`config.mk`:
```
export PLATFORM = sky130hd
export DESIGN_NAME = execute_stage
export DESIGN_NICKNAME = d
export VERILOG_FILES = /design/src/rtl/execute_stage.sv
export SDC_FILE = /design/constraint.sdc
export NUM_CORES = 2
export LEC_CHECK = 0
export ABC_AREA = 1
export ABC_CLOCK_PERIOD_IN_PS = 7800
export CAP_MARGIN = 5
export CORE_ASPECT_RATIO = 1.25
export CORE_MARGIN = 5
export CORE_UTILIZATION = 60
export DETAILED_ROUTE_END_ITERATION = 12
export PLACE_DENSITY = 0.88
export SKIP_CTS_REPAIR_TIMING = 1
export SLEW_MARGIN = 20
export SYNTH_ARGS = -nofsm -noshare
export SYNTH_HDL_FRONTEND = slang
export SYNTH_SLANG_ARGS = --single-unit
```
`constraint.sdc`:
```
create_clock -name clk -period 7.8 [get_ports clk]
set_input_delay 0.78 -clock clk [delete_from_list [all_inputs] [get_ports clk]]
set_output_delay 0.78 -clock clk [all_outputs]
set_load 0.02 [all_outputs]
```
`src/rtl/execute_stage.sv`:
```
`default_nettype none
// +----------------------------------------------------------------------------+
// | execute_stage : EX stage, single-cycle ALU plus iterative RV32M mul/div    |
// | Optional: RVGA_FAST_MUL_EN selects a combinational multiplier.             |
// | Revision: 1.0                                                              |
// +----------------------------------------------------------------------------+

package rvga_pkg;
  localparam int RVGA_XLEN = 32;

  typedef enum logic [4:0] {
    ALU_ADD, ALU_SUB, ALU_SLL, ALU_SLT, ALU_SLTU, ALU_XOR, ALU_SRL, ALU_SRA,
    ALU_OR, ALU_AND, ALU_PASSB, ALU_MUL, ALU_MULH, ALU_MULHSU, ALU_MULHU,
    ALU_DIV, ALU_DIVU, ALU_REM, ALU_REMU
  } alu_op_e;

  typedef struct packed {
    logic                 valid;
    alu_op_e              alu_op;
    logic [RVGA_XLEN-1:0] rs1_data;
    logic [RVGA_XLEN-1:0] rs2_data;
    logic [RVGA_XLEN-1:0] imm;
    logic                 alu_src_imm;
    logic                 regfile_load;
    logic [4:0]           rd;
    logic [RVGA_XLEN-1:0] rd_data;
  } rvga_cword;
endpackage

module execute_stage
  import rvga_pkg::*;
#(
  parameter int XLEN = RVGA_XLEN
) (
  input  logic      clk,
  input  logic      rst_n,
  input  logic      stall,
  input  rvga_cword rf_ex_cword,
  output rvga_cword ex_mem_cword,
  output logic      ex_busy
);

  localparam int CW = $clog2(XLEN);
  localparam logic [CW-1:0] c_LAST = CW'(XLEN - 1);

  typedef enum logic [1:0] {S_IDLE = 2'd0, S_MUL = 2'd1, S_DIV = 2'd2} state_e;

  state_e            r_state;
  logic [CW-1:0]     r_count;
  rvga_cword         r_word;
  logic [XLEN-1:0]   r_divisor;
  logic [2*XLEN-1:0] r_acc;
  logic              r_neg_res;
  logic              r_neg_rem;

  logic [XLEN-1:0]   w_op_a, w_op_b, w_mag_a, w_mag_b, w_alu_res, w_iter_res;
  logic [4:0]        w_shamt;
  logic              w_is_mul, w_is_div, w_iter, w_issue, w_a_signed, w_b_signed, w_sa, w_sb;
  logic [XLEN:0]     w_mul_sum, w_shift, w_diff;
  logic              w_qbit;
  logic [2*XLEN-1:0] w_mul_next, w_div_next, w_step, w_prod;
  logic [XLEN-1:0]   w_quo, w_rem;

  assign w_op_a  = rf_ex_cword.rs1_data;
  assign w_op_b  = rf_ex_cword.alu_src_imm ? rf_ex_cword.imm : rf_ex_cword.rs2_data;
  assign w_shamt = w_op_b[4:0];

  assign w_is_mul   = rf_ex_cword.alu_op inside {ALU_MUL, ALU_MULH, ALU_MULHSU, ALU_MULHU};
  assign w_is_div   = rf_ex_cword.alu_op inside {ALU_DIV, ALU_DIVU, ALU_REM, ALU_REMU};
  assign w_a_signed = rf_ex_cword.alu_op inside {ALU_MULH, ALU_MULHSU, ALU_DIV, ALU_REM};
  assign w_b_signed = rf_ex_cword.alu_op inside {ALU_MULH, ALU_DIV, ALU_REM};
  assign w_sa       = w_a_signed & w_op_a[XLEN-1];
  assign w_sb       = w_b_signed & w_op_b[XLEN-1];
  assign w_mag_a    = w_sa ? -w_op_a : w_op_a;
  assign w_mag_b    = w_sb ? -w_op_b : w_op_b;

`ifdef RVGA_FAST_MUL_EN
  logic [XLEN:0]     w_a_ext, w_b_ext;
  logic [2*XLEN+1:0] w_fast_prod;
  assign w_a_ext     = {w_sa, w_op_a};
  assign w_b_ext     = {w_sb, w_op_b};
  assign w_fast_prod = $signed({{(XLEN+1){w_a_ext[XLEN]}}, w_a_ext})
                     * $signed({{(XLEN+1){w_b_ext[XLEN]}}, w_b_ext});
  assign w_iter      = w_is_div;
`else
  assign w_iter      = w_is_mul | w_is_div;
`endif

  assign w_issue = (r_state == S_IDLE) && rf_ex_cword.valid && w_iter;
  assign ex_busy = rst_n && (w_issue || ((r_state != S_IDLE) && (r_count != c_LAST)));

  always_comb begin
    w_alu_res = '0;
    case (rf_ex_cword.alu_op)
      ALU_ADD:   w_alu_res = w_op_a + w_op_b;
      ALU_SUB:   w_alu_res = w_op_a - w_op_b;
      ALU_SLL:   w_alu_res = w_op_a << w_shamt;
      ALU_SLT:   w_alu_res = XLEN'($signed(w_op_a) < $signed(w_op_b));
      ALU_SLTU:  w_alu_res = XLEN'(w_op_a < w_op_b);
      ALU_XOR:   w_alu_res = w_op_a ^ w_op_b;
      ALU_SRL:   w_alu_res = w_op_a >> w_shamt;
      ALU_SRA:   w_alu_res = $unsigned($signed(w_op_a) >>> w_shamt);
      ALU_OR:    w_alu_res = w_op_a | w_op_b;
      ALU_AND:   w_alu_res = w_op_a & w_op_b;
      ALU_PASSB: w_alu_res = w_op_b;
`ifdef RVGA_FAST_MUL_EN
      ALU_MUL:   w_alu_res = w_fast_prod[XLEN-1:0];
      ALU_MULH, ALU_MULHSU, ALU_MULHU: w_alu_res = w_fast_prod[2*XLEN-1:XLEN];
`endif
      default:   w_alu_res = '0;
    endcase
  end

  // r_acc holds {partial product, multiplier} or {remainder, dividend/quotient}
  assign w_mul_sum  = {1'b0, r_acc[2*XLEN-1:XLEN]} + (r_acc[0] ? {1'b0, r_divisor} : '0);
  assign w_mul_next = {w_mul_sum, r_acc[XLEN-1:1]};
  assign w_shift    = {r_acc[2*XLEN-1:XLEN], r_acc[XLEN-1]};
  assign w_diff     = w_shift - {1'b0, r_divisor};
  assign w_qbit     = ~w_diff[XLEN];
  assign w_div_next = {(w_qbit ? w_diff[XLEN-1:0] : w_shift[XLEN-1:0]), r_acc[XLEN-2:0], w_qbit};

`ifdef RVGA_FAST_MUL_EN
  assign w_step = w_div_next;
`else
  assign w_step = (r_state == S_MUL) ? w_mul_next : w_div_next;
`endif

  assign w_prod = r_neg_res ? -w_step : w_step;
  assign w_quo  = r_neg_res ? -w_step[XLEN-1:0] : w_step[XLEN-1:0];
  assign w_rem  = r_neg_rem ? -w_step[2*XLEN-1:XLEN] : w_step[2*XLEN-1:XLEN];

  always_comb begin
    w_iter_res = '0;
    case (r_word.alu_op)
      ALU_MUL:                         w_iter_res = w_prod[XLEN-1:0];
      ALU_MULH, ALU_MULHSU, ALU_MULHU: w_iter_res = w_prod[2*XLEN-1:XLEN];
      ALU_DIV, ALU_DIVU:               w_iter_res = w_quo;
      ALU_REM, ALU_REMU:               w_iter_res = w_rem;
      default:                         w_iter_res = '0;
    endcase
  end

  always_ff @(posedge clk or negedge rst_n) begin
    if (!rst_n) begin
      ex_mem_cword <= '0;
      r_state      <= S_IDLE;
      r_count      <= '0;
      r_word       <= '0;
      r_divisor    <= '0;
      r_acc        <= '0;
      r_neg_res    <= 1'b0;
      r_neg_rem    <= 1'b0;
    end else if (!stall) begin
      if (r_state == S_IDLE) begin
        if (w_issue) begin
          ex_mem_cword <= '0;
          r_word       <= rf_ex_cword;
          r_count      <= '0;
          r_divisor    <= w_mag_b;
          r_acc        <= {{XLEN{1'b0}}, w_mag_a};
          // A zero divisor keeps the all-ones quotient unsigned
          r_neg_res    <= (w_sa ^ w_sb) & ~(w_is_div & (w_op_b == '0));
          r_neg_rem    <= w_sa;
          r_state      <= w_is_div ? S_DIV : S_MUL;
        end else if (rf_ex_cword.valid) begin
          ex_mem_cword         <= rf_ex_cword;
          ex_mem_cword.rd_data <= w_alu_res;
        end else begin
          ex_mem_cword <= '0;
        end
      end else begin
        r_acc   <= w_step;
        r_count <= r_count + 1'b1;
        if (r_count == c_LAST) begin
          ex_mem_cword         <= r_word;
          ex_mem_cword.rd_data <= w_iter_res;
          r_state              <= S_IDLE;
          r_count              <= '0;
        end
      end
    end
  end

endmodule
`default_nettype wire

```
# --- Word-level counts from Yosys, hierarchy flattened ---
# Index checks and enable logic that the tools add are counted.
classes:
  add_sub_neg: 10
  n_lt_le_gt_ge: 2
  eq_ne: 30
  n_shift: 3
  muxes: 24
  n_bitwise: 12
  reduce_logical: 21
op_table:
  columns: ["op", "count"]
  rows:
  - ["2-to-1 mux 141 bit", 4]
  - ["case mux 32 bit (11 select lines)", 1]
  - ["2-to-1 mux 64 bit", 4]
  - ["2-to-1 mux 32 bit", 7]
  - ["negation 32 bit", 4]
  - ["case mux 32 bit (4 select lines)", 1]
  - ["== test 5 x 4 -> 1 bit, second input constant", 13]
  - ["< comparator 32 bit", 2]
  - ["negation 64 bit", 1]
  - ["== test 5 bit, second input constant", 7]
  - ["adder 32 x 32 -> 33 bit", 1]
  - ["subtractor 33 x 32 -> 33 bit", 1]
  - ["adder 32 bit", 1]
  - ["AND 32 bit", 1]
  - ["logical NOT 32 bit", 1]
  - ["OR 32 bit", 1]
  - ["left shift 32 x 5 -> 32 bit", 1]
  - ["right shift 32 x 5 -> 32 bit", 1]
  - [">>> shifter 32 x 5 -> 32 bit", 1]
  - ["subtractor 32 bit", 1]
  - ["bitwise XOR 32 bit", 1]
  - ["== test 5 x 3 -> 1 bit, second input constant", 4]
  - ["2-to-1 mux 5 bit", 3]
  - ["nonzero test 4 bit", 3]
  - ["other kinds (21)", 37]
totals:
  regBits: 355
  in_bits: 144
  out_inout_bits: 142
  elab_cells: 125

# --- Depth between registers and ports, before layout ---
depth:
  depth_word: 8
  ltp_mapped: 38

# --- Worst setup path before layout ---
# Ideal clock, no wire load.
synth_timing:
  kind: "input-to-reg"
  startpoint: "input port rf_ex_cword[38] (netlist name)"
  endpoint: "register ex_mem_cword[29] (netlist name)"
  t_arrival_ns: 4.306
  setup_slack_ns: 3.372
  cell_stages: 23
  n_path_buf: 5
  cell_sequence: "buf_4 -> o21ai_2 -> clkbuf_1 -> clkbuf_1 -> buf_1 -> ha_1 -> clkbuf_1 -> nand3_1 -> nand2_1 -> nand2_1 -> nand2_1 -> o21ai_0 -> o21ai_0 -> nand3_1 -> nand3_1 -> nand2_1 -> o211ai_1 -> a21oi_1 -> or2_2 -> nand3_1 -> nand4_1 -> a21oi_1 -> a21oi_1"
synth_via:
  elab_chain_cells: 6
synth_rtl:
  columns: ["element", "line_no", "text"]
  rows:
  - ["from (decl)", "38", "input rvga_cword rf_ex_cword,"]
  - ["2-to-1 mux 32 bit *", "65", "assign w_op_b = rf_ex_cword.alu_src_imm ? rf_ex_cword.imm : rf_ex_cword.rs2_data;"]
  - ["subtractor 32 bit (tied with other cells)", "96", "ALU_SUB: w_alu_res = w_op_a - w_op_b;"]
  - ["case mux 32 bit (11 select lines) *", "94", "case (rf_ex_cword.alu_op)"]
  - ["2-to-1 mux 141 bit *", "165", "end else if (rf_ex_cword.valid) begin"]
  - ["2-to-1 mux 141 bit *", "155", "if (w_issue) begin"]
  - ["2-to-1 mux 141 bit *", "154", "if (r_state == S_IDLE) begin"]
  - ["to (signal assigned)", "166", "ex_mem_cword <= rf_ex_cword;"]
  - ["to (signal assigned)", "175", "ex_mem_cword <= r_word;"]
  - ["to (decl)", "39", "output rvga_cword ex_mem_cword,"]
# Every way passes the cells marked *; elsewhere a longest branch is shown, timed or not.
# A chain may end at the register's enable or synchronous reset.

# --- Final worst setup path ---
layout_timing:
  startpoint: "input port rf_ex_cword[38] (netlist name)"
  endpoint: "register ex_mem_cword[13] (netlist name)"
# The elaborated chain is that of the path after synthesis.

==> flow_metrics.env <==
export IMPL_status="finished, final reports clean"
export IMPL_ys_seq_area_share_pct=26.36
export IMPL_grt_overflow_total=0
export IMPL_dieHeight_um=275.0
export IMPL_gr_usage_met1_pct=56.29
export IMPL_io_pins=286
export IMPL_critPathLaunch="rf_ex_cword[38]"
export IMPL_ant_nets=0
export IMPL_dieArea_um2=61030
export IMPL_yosysTopAreaCell="dfrtp_1"
export IMPL_synth_edf_count=0
export IMPL_avgViaCountPerCell=6.527
export IMPL_crit_arrival_ns=6.05
export IMPL_wl_mm=160.6
export IMPL_p_per_area_nw_per_um2=360.7
export IMPL_synth_cells=5392
export IMPL_end_kind="flop"
export IMPL_dr_pass1_iters=10
export IMPL_placeableCoreArea_um2=55830
export IMPL_syn_avg_cell_area_um2=6.250
export IMPL_dp_hpwl_mm=121.2
export IMPL_grt_pass1_wl_mm=237.8
export IMPL_clock_sinks=355
export IMPL_place_area_um2=36720
export IMPL_drc=0
export IMPL_synthTopCellsByArea="dfrtp_1 (26%), nand2_1 (17%), o21ai_0 (9.9%), inv_1 (7.1%), ha_1 (6.2%)"
export IMPL_syn_nets=5708
export IMPL_grt_busiest_layer="met2"
export IMPL_antenna_found_initial=9
export IMPL_max_freq_mhz=179.1
export IMPL_num_rows=97
export IMPL_ir_drop_mv=0.4521
export IMPL_drt_initial_drc_count=6091
export IMPL_synth_top_area_share_pct=26.36
export IMPL_critPathMaxFanout=51
export IMPL_start_kind="primary input"
export IMPL_port_buffers=253
export IMPL_vias=40956
export IMPL_fin_skew_ns=0.03832
export IMPL_leakage_nw=18.68
export IMPL_cp_required_ns=8.27
export IMPL_n_fill_cell=4759
export IMPL_slew_headroom_pct=20.44
export IMPL_clk_latency_ns=0.62
export IMPL_r2r_start="r_acc[31]"
export IMPL_setup_viol=0
export IMPL_drive_gt1_share_pct=5.012
export IMPL_htreeDepth=2
export IMPL_ys_types=64
export IMPL_critical_path_class="primary input to flop"
export IMPL_cap_violations=0
export IMPL_final_nets=5814
export IMPL_tightest_slew_ns=1.181
export IMPL_rsz0062_at_grt="false"
export IMPL_grt_use_met3_pct=13.54
export IMPL_grtUsageTotal_pct=50.83
export IMPL_hold_path_class="primary input to asynchronous set/reset pin"
export IMPL_grtUsageMet2_pct=78.78
export IMPL_ctsRootBufferMaster="clkbuf_16"
export IMPL_fin_area_um2=38150
export IMPL_clk_transition_reported_paths_ns=0.06
export IMPL_syn_cell_area_um2=33700
export IMPL_cts_tree="done"
export IMPL_grt_pass1_vias=38992
export IMPL_cts_buffers=39
export IMPL_gp_congestion=1.138
export IMPL_synth_yosys_warnings=0
export IMPL_fin_util_pct=68.34
export IMPL_synth_async_reset_ratio_pct=100.0
export IMPL_grt_max_degree=167
export IMPL_timing_final_hold_violations=0
export IMPL_drt_wirelength_per_cell_um=25.60
export IMPL_ys_flop_type="dfrtp_1"
export IMPL_start_util_pct=60.36
export IMPL_period_needed_ns=5.583
export IMPL_timing_final_crit_share_pct=71.57
export IMPL_die_w_um=222.0
export IMPL_fin_setup_tns_ns=0
export IMPL_cts_max_path_buffers=3
export IMPL_slew_violations=0
export IMPL_ys_seq_elements=355
export IMPL_syn2layout_area_growth_pct=13.22
-- kinds of logic (layout without fill, tap and decap cells) --
logic type | Yosys count | in the layout | share of synthesized area [%]
simple gates | 2462 | 2462 | 30.59
compound gates | 1373 | 1373 | 23.12
flops | 355 | 355 | 26.36
fa+ha+maj | 172 | 172 | 6.476
buf+inv | 922 | 1057 | 10.55
other cells | 0 | 6 | 0
xor+xnor | 82 | 82 | 2.131
mux | 26 | 26 | 0.7723
-- placed cells by master (no fill, tap or decap), types with 13 or more instances in the layout --
cell	n
nand2_1	1500
inv_1	630
nor4_1	13
nand3_1	343
o22ai_1	62
o221ai_1	16
nand2_2	22
clkdlybuf4s50_1	251
nor2_1	389
or2_2	26
nand4_1	52
xor2_1	70
mux2i_1	26
nor2_2	18
nor3_1	51
clkbuf_16	39
o21ai_1	31
a31oi_1	23
a22oi_1	110
ha_1	168
buf_4	66
inv_2	21
a221oi_1	16
a21oi_1	318
o21ai_0	658
dfrtp_1	354
o211ai_1	36
-- flip-flops by register name (all words and copies together) (netlist names) --
name	count
r_neg_res	1
r_count	5
r_neg_rem	1
r_divisor	32
r_state	2
ex_mem_cword	141
r_word	109
r_acc	64
-- final cells by class --
type                       instances  area [um^2]  share of cell area, %
clock buffer                      52         1085                  2.843
clock inverter                    18        295.3                 0.7740
inverter                         665         2512                  6.585
antenna                            6        15.01                0.03935
sequential                       355         8885                  23.29
multi-input combinational       4115        21360                  55.99
tap                              742        928.4                  2.433
timing repair buffer             322         3070                  8.048
-- worst max-delay path, cell delays in order --
cell,delay [ns]
buf_2,0.51
nand2_1,0.21
nand2_2,0.70
clkinv_1,0.85
o21ai_0,0.46
nor2_1,0.12
inv_1,0.06
nand2_1,0.04
o21ai_0,0.25
mux2i_1,0.26
a2111oi_0,0.86
nand3_1,0.28
a21oi_1,0.46
a21oi_1,0.15
-- Yosys cell counts, drive strengths merged, types with 7 or more instances --
library cell,count
a2111oi,12
a21oi,324
a221oi,16
a22oi,110
a31oi,24
and2,7
buf,57
clkbuf,200
clkinv,10
dfrtp,355
ha,168
inv,655
mux2i,26
nand2,1531
nand3,349
nand3b,11
nand4,52
nor2,415
nor3,54
nor4,15
o211ai,37
o21a,11
o21ai,702
o21bai,12
o221ai,16
o22ai,62
o311ai,8
o31ai,9
or2,27
xnor2,12
xor2,70
-- worst paths after layout --
check                                   end  cells after the start  slack, ns
setup / recovery           ex_mem_cword[13]                     14       2.22
hold / removal                    r_acc[49]                      1       0.15
setup reg to reg           ex_mem_cword[30]                     33       2.24
hold reg to reg                  r_word[74]                      2       0.48
max in group asynchronous       r_word[106]                      2       6.17
min in group clk                 r_word[74]                      2       0.48
-- through the flow --
stage / setup WS (ns) / instances / total power (W) / hold slack, ns
CTS: 2.397 / 6267 / 0.01330 / 0.1733
floorplan: 3.372 / 5392 / 0.008213 / 0.4399
finish: 2.217 / 6275 / 0.01376 / 0.1518
detailed placement: 2.085 / 6197 / 0.01121 / 0.4536
global placement: 2.107 / 6197 / 0.01103 / 0.4526
global route: 1.877 / 6275 / 0.01446 / 0.2238
-- where the power goes --
part / internal [W] / leakage [nW] / switching (W)
combinational: 0.00241 / 13.5 / 0.00646
sequential: 0.00235 / 4.55 / 0.000500
clock: 0.00117 / 0.677 / 0.000870
-- per-layer routing --
layer / routed length, um / up-vias
li1: - / 18125
met1: 52460 / 18689
met2: 68650 / 3091
met3: 18770 / 1047
met4: 20720 / 4
met5: 41 / -
Note: power is estimated with default switching activity, not from simulation.
